## src/rtl/pc_sequencer.sv

```systemverilog
// pc_sequencer: registered program counter with source select, conditional
// branch update, target alignment check and a small exception-entry FSM
// (RUN -> CAPTURE -> VECTOR -> RUN) that captures EPC/cause and vectors the PC.
module pc_sequencer #(
  parameter int unsigned            WIDTH      = 32,
  parameter int unsigned            NUM_SRC    = 4,
  parameter int unsigned            SEL_W      = 2,
  parameter logic [WIDTH-1:0]       RESET_ADDR = '0,
  parameter logic [WIDTH-1:0]       EXC_VECTOR = 32'h0000_0080
) (
  input  logic                     clk,
  input  logic                     reset,
  input  logic                     pc_write,
  input  logic                     pc_write_cond,
  input  logic                     cond_true,
  input  logic [SEL_W-1:0]         pc_src,
  input  logic [NUM_SRC*WIDTH-1:0] src_data,
  input  logic                     exc_req,
  input  logic [1:0]               exc_cause_in,
  input  logic                     eret,
  output logic [WIDTH-1:0]         pc,
  output logic [WIDTH-1:0]         epc,
  output logic [1:0]               cause,
  output logic                     exc_busy,
  output logic                     exc_ack
);

  typedef enum logic [1:0] {
    S_RUN     = 2'd0,
    S_CAPTURE = 2'd1,
    S_VECTOR  = 2'd2
  } state_t;

  state_t           r_state;
  state_t           w_state_nxt;
  logic [WIDTH-1:0] r_pc;
  logic [WIDTH-1:0] r_epc;
  logic [1:0]       r_cause;
  logic [1:0]       r_pend_cause;

  logic [WIDTH-1:0] w_pc_nxt;
  logic [WIDTH-1:0] w_epc_nxt;
  logic [1:0]       w_cause_nxt;
  logic [1:0]       w_pend_nxt;
  logic [WIDTH-1:0] w_tgt;
  logic             w_sel_ok;
  logic             w_upd;
  logic             w_misalign;

  // Source mux; selects at or beyond NUM_SRC leave w_sel_ok low so the update is dropped.
  always_comb begin
    w_tgt    = '0;
    w_sel_ok = 1'b0;
    for (int unsigned i = 0; i < NUM_SRC; i++) begin
      if (pc_src == SEL_W'(i)) begin
        w_tgt    = src_data[i*WIDTH +: WIDTH];
        w_sel_ok = 1'b1;
      end
    end
  end

  assign w_upd      = pc_write | (pc_write_cond & cond_true);
  assign w_misalign = w_upd & w_sel_ok & (w_tgt[1:0] != 2'b00);

  // Next-state and next-register values; RUN priority is exc_req > misaligned > eret > upd.
  always_comb begin
    w_state_nxt = r_state;
    w_pc_nxt    = r_pc;
    w_epc_nxt   = r_epc;
    w_cause_nxt = r_cause;
    w_pend_nxt  = r_pend_cause;
    case (r_state)
      S_RUN: begin
        if (exc_req) begin
          w_state_nxt = S_CAPTURE;
          w_pend_nxt  = exc_cause_in;
        end else if (w_misalign) begin
          w_state_nxt = S_CAPTURE;
          w_pend_nxt  = 2'b11;
        end else if (eret) begin
          w_pc_nxt = r_epc;
        end else if (w_upd && w_sel_ok) begin
          w_pc_nxt = w_tgt;
        end
      end
      S_CAPTURE: begin
        w_epc_nxt   = r_pc;
        w_cause_nxt = r_pend_cause;
        w_state_nxt = S_VECTOR;
      end
      S_VECTOR: begin
        w_pc_nxt    = EXC_VECTOR;
        w_state_nxt = S_RUN;
      end
      default: w_state_nxt = S_RUN;
    endcase
  end

  // State register; synchronous reset returns to RUN from any state.
  always_ff @(posedge clk) begin
    if (reset) r_state <= S_RUN;
    else       r_state <= w_state_nxt;
  end

  // PC, EPC, cause and pending-cause registers.
  always_ff @(posedge clk) begin
    if (reset) begin
      r_pc         <= RESET_ADDR;
      r_epc        <= '0;
      r_cause      <= '0;
      r_pend_cause <= '0;
    end else begin
      r_pc         <= w_pc_nxt;
      r_epc        <= w_epc_nxt;
      r_cause      <= w_cause_nxt;
      r_pend_cause <= w_pend_nxt;
    end
  end

  assign pc       = r_pc;
  assign epc      = r_epc;
  assign cause    = r_cause;
  assign exc_busy = (r_state != S_RUN);
  // Ack is masked by reset so an aborted vector cycle never reports entry.
  assign exc_ack  = (r_state == S_VECTOR) && !reset;

endmodule

```

## config.mk

```make
export PLATFORM = sky130hd
export DESIGN_NAME = pc_sequencer
export DESIGN_NICKNAME = d
export VERILOG_FILES = /design/src/rtl/pc_sequencer.sv
export SDC_FILE = /design/constraint.sdc
export NUM_CORES = 1
export LEC_CHECK = 0
export ABC_AREA = 1
export BUFFER_PORTS_ARGS = -buffer_cell sky130_fd_sc_hd__buf_2
export CORE_MARGIN = 10
export CORE_UTILIZATION = 41
export CTS_CLUSTER_SIZE = 25
export DETAILED_ROUTE_END_ITERATION = 8
export PLACE_DENSITY = 0.73
export SYNTH_ARGS = -nofsm -noshare
export SYNTH_HDL_FRONTEND = slang
export SYNTH_SLANG_ARGS = --single-unit
```

## constraint.sdc

```tcl
create_clock -name clk -period 1.4 [get_ports clk]
set_input_delay 0.07 -clock clk [delete_from_list [all_inputs] [get_ports clk]]
set_output_delay 0.07 -clock clk [all_outputs]
set_load 0.03 [all_outputs]
```

==> run metrics <==
outcome=finished, final reports clean; H-tree Lvls=3; crit path cell chain=inv_1 -> nor2_2 -> inv_2 -> buf_12 -> nor2_4 -> buf_6; Slew HR=0.717; Die Footprint=13100 sq um; initial core utilization=0.420; non-filler instance count after layout=899; Post-Route Hold Slack=0.101 ns; Internal Pwr Total=3.51 mW; Tot GR Track Use=0.233; Die Ht=114 um; Placement Cell Area=4940 sq um; synthesized flop and latch total=70; Hold Crit Class=in -> reg; crit path time final=1.35 ns; clock power share=0.268; Synth cell types=27; Worst Tran Pin Value=0.420 ns; Clock Root Buffer=clkbuf_8; Arrival @ worst endpoint=1.28 ns; Chip Width=114 um; count of pins over their slew limit=0; Sw Share=0.374; total CTS buffers=9; I/O pin count=207; Post-DRT Antenna Nets=0; DP HPWL=12800 um; CP peak stage delay=0.33 ns; final hold vios=0; row cnt=34; number of global-route vias before repair=4627; DRC errors left=0; # setup viols final=0; synth-to-layout area growth=42.6%; Mapped Avg Cell Area=6.42 sq um; CP delay by family, top=buffers and inverters; core area=8680 sq um; clk_skew=0.0109 ns; number of buffers and inverters on the critical path=4; initial antenna violation count=0; Final GP Congestion=0.932; CTS tree=yes; Synthesis Warnings=0; mean number of vias per cell=5.21; slowest CP cell=dfxtp_2; max-cap check violation count=0; initial DRC count=267; layout cells sized above 1=0.349; worst path required time=1.33 ns; VDD IR max=529 uV; Leakage=2.70 nW; drt total wl=16000 um; first-pass GRT wire length=24300 um; Cells after DPL=876; Synthesized Nets=707; most frequent cells in the layout=buf_2 (205), nor2_1 (134), nand2_1 (117); grt ovf=0; per-cell routed wire length=17.8 um; design area=5200 sq um; Period Utilization, post-route=0.965; Pwr Density=1080 nW/um^2; clock sink count=70; vias post-DR=4688; nets@finish=925; setup ws final=0.0492 ns; commonest non-fill, non-tap cell in the layout=buf_2; Post-Synthesis Cells=568; Post-Syn Area=3650 sq um; Fmax=740 MHz; power after layout=5.61 mW; crit start category=flop; Layout fillers=874; Crit Path Class=reg -> out; Seq pwr share=0.417; clk buf depth=2; Place WS=-0.115 ns; clock slew at reported path FFs=0.08 ns; largest net degree at the start of global routing=43; ant diodes=0; switching power=2.10 mW; Detailed Routing Iterations Pass 1=4; crit path max fanout=7; Critical Path End Type=output pin; sequential area share after synthesis=0.384; power share of the combinational group=0.315; worst-skew pair later-pin latency=0.36 ns; PortBufs=206
==> power groups by stage <==
stage / Sequential [mW] / Combinational [mW] / Clock (mW)
finish: 2.34 / 1.77 / 1.50
global route: 2.36 / 1.93 / 1.60
CTS: 2.34 / 1.75 / 1.54
detailed placement: 2.38 / 1.74 / 0
global placement: 2.38 / 1.71 / 0
floorplan: 2.71 / 0.697 / 0
==> sequential cells by signal, indices dropped and copies added, names as in the netlist <==
signal,flops
cause,2
epc,32
pc,32
r_pend_cause,2
r_state,2
==> path summary, 6_finish.rpt <==
check,startpoint,slack [ns],endpoint,cells after the start
worst max-delay path,r_state[1],0.05,exc_ack,6
worst min-delay path,src_data[109],0.10,pc[13],5
worst max register to register,r_state[1],0.09,pc[22],7
worst min register to register,r_pend_cause[1],0.46,cause[1],2
==> what timing repair did <==
item                                   CTS  global route
endpoints found under the hold margin    2             0
pin swaps                                0             1
setup buffers                            1             4
hold buffers                             2             0
gates resized for setup                  4             2
setup endpoints to repair                1             2
==> metrics by stage <==
| stage | TNS (ns) | utilization |
|---|---|---|
| 2_1_floorplan | 0 | - |
| 3_3_place_gp | -0.0695 | 0.570 |
| 3_5_place_dp | -2.40 | 0.570 |
| 4_1_cts | 0 | 0.595 |
| 5_1_grt | -0.00722 | 0.599 |
| 6_report | 0 | 0.599 |
==> Yosys cell counts (all sizes together) <==
library cell | instances | area, sq um
dfxtp | 70 | 1400
a211oi | 2 | 15.0
o21ai | 77 | 385
o31ai | 2 | 15.0
buf | 9 | 55.0
inv | 22 | 82.6
or2 | 4 | 25.0
nand3 | 23 | 128
nand2 | 119 | 452
a21oi | 30 | 150
o22ai | 11 | 68.8
a21boi | 1 | 7.51
nor3 | 1 | 5.00
a31oi | 13 | 81.3
nor2 | 139 | 527
o221ai | 13 | 114
a22o | 3 | 26.3
clkbuf | 29 | 109
==> layout make-up <==
class | instances | area (sq um) | area share
timing repair buffer | 245 | 1390 | 0.266
clock inverter | 6 | 45.0 | 0.00866
tap | 108 | 135 | 0.0260
clock buffer | 10 | 138 | 0.0265
sequential | 70 | 1400 | 0.270
multi-input combinational | 438 | 2010 | 0.387
inverter | 22 | 82.6 | 0.0159
==> kinds of logic (layout without fill, tap and decap cells) <==
logic type / Yosys count / count (layout) / synth area share
simple gates: 286 / 286 / 0.311
compound gates: 152 / 152 / 0.237
flops: 70 / 70 / 0.384
buf+inv: 60 / 283 / 0.0676
==> per-layer routing <==
| metal | vias up | wire (um) | global-route usage |
|---|---|---|---|
| li1 | 2325 | - | - |
| met1 | 2158 | 6320 | 0.267 |
| met2 | 194 | 7850 | 0.392 |
| met3 | 11 | 1630 | 0.0886 |
| met4 | 0 | 175 | 0.0677 |
| met5 | - | 0 | 0 |
==> worst min-delay path: stages <==
cell and delay [ns]:
buf_2 0.10, nand2_1 0.06, a31oi_1 0.08, nor2_1 0.08, nor2_1 0.05
(Power assumes the default switching activity.)
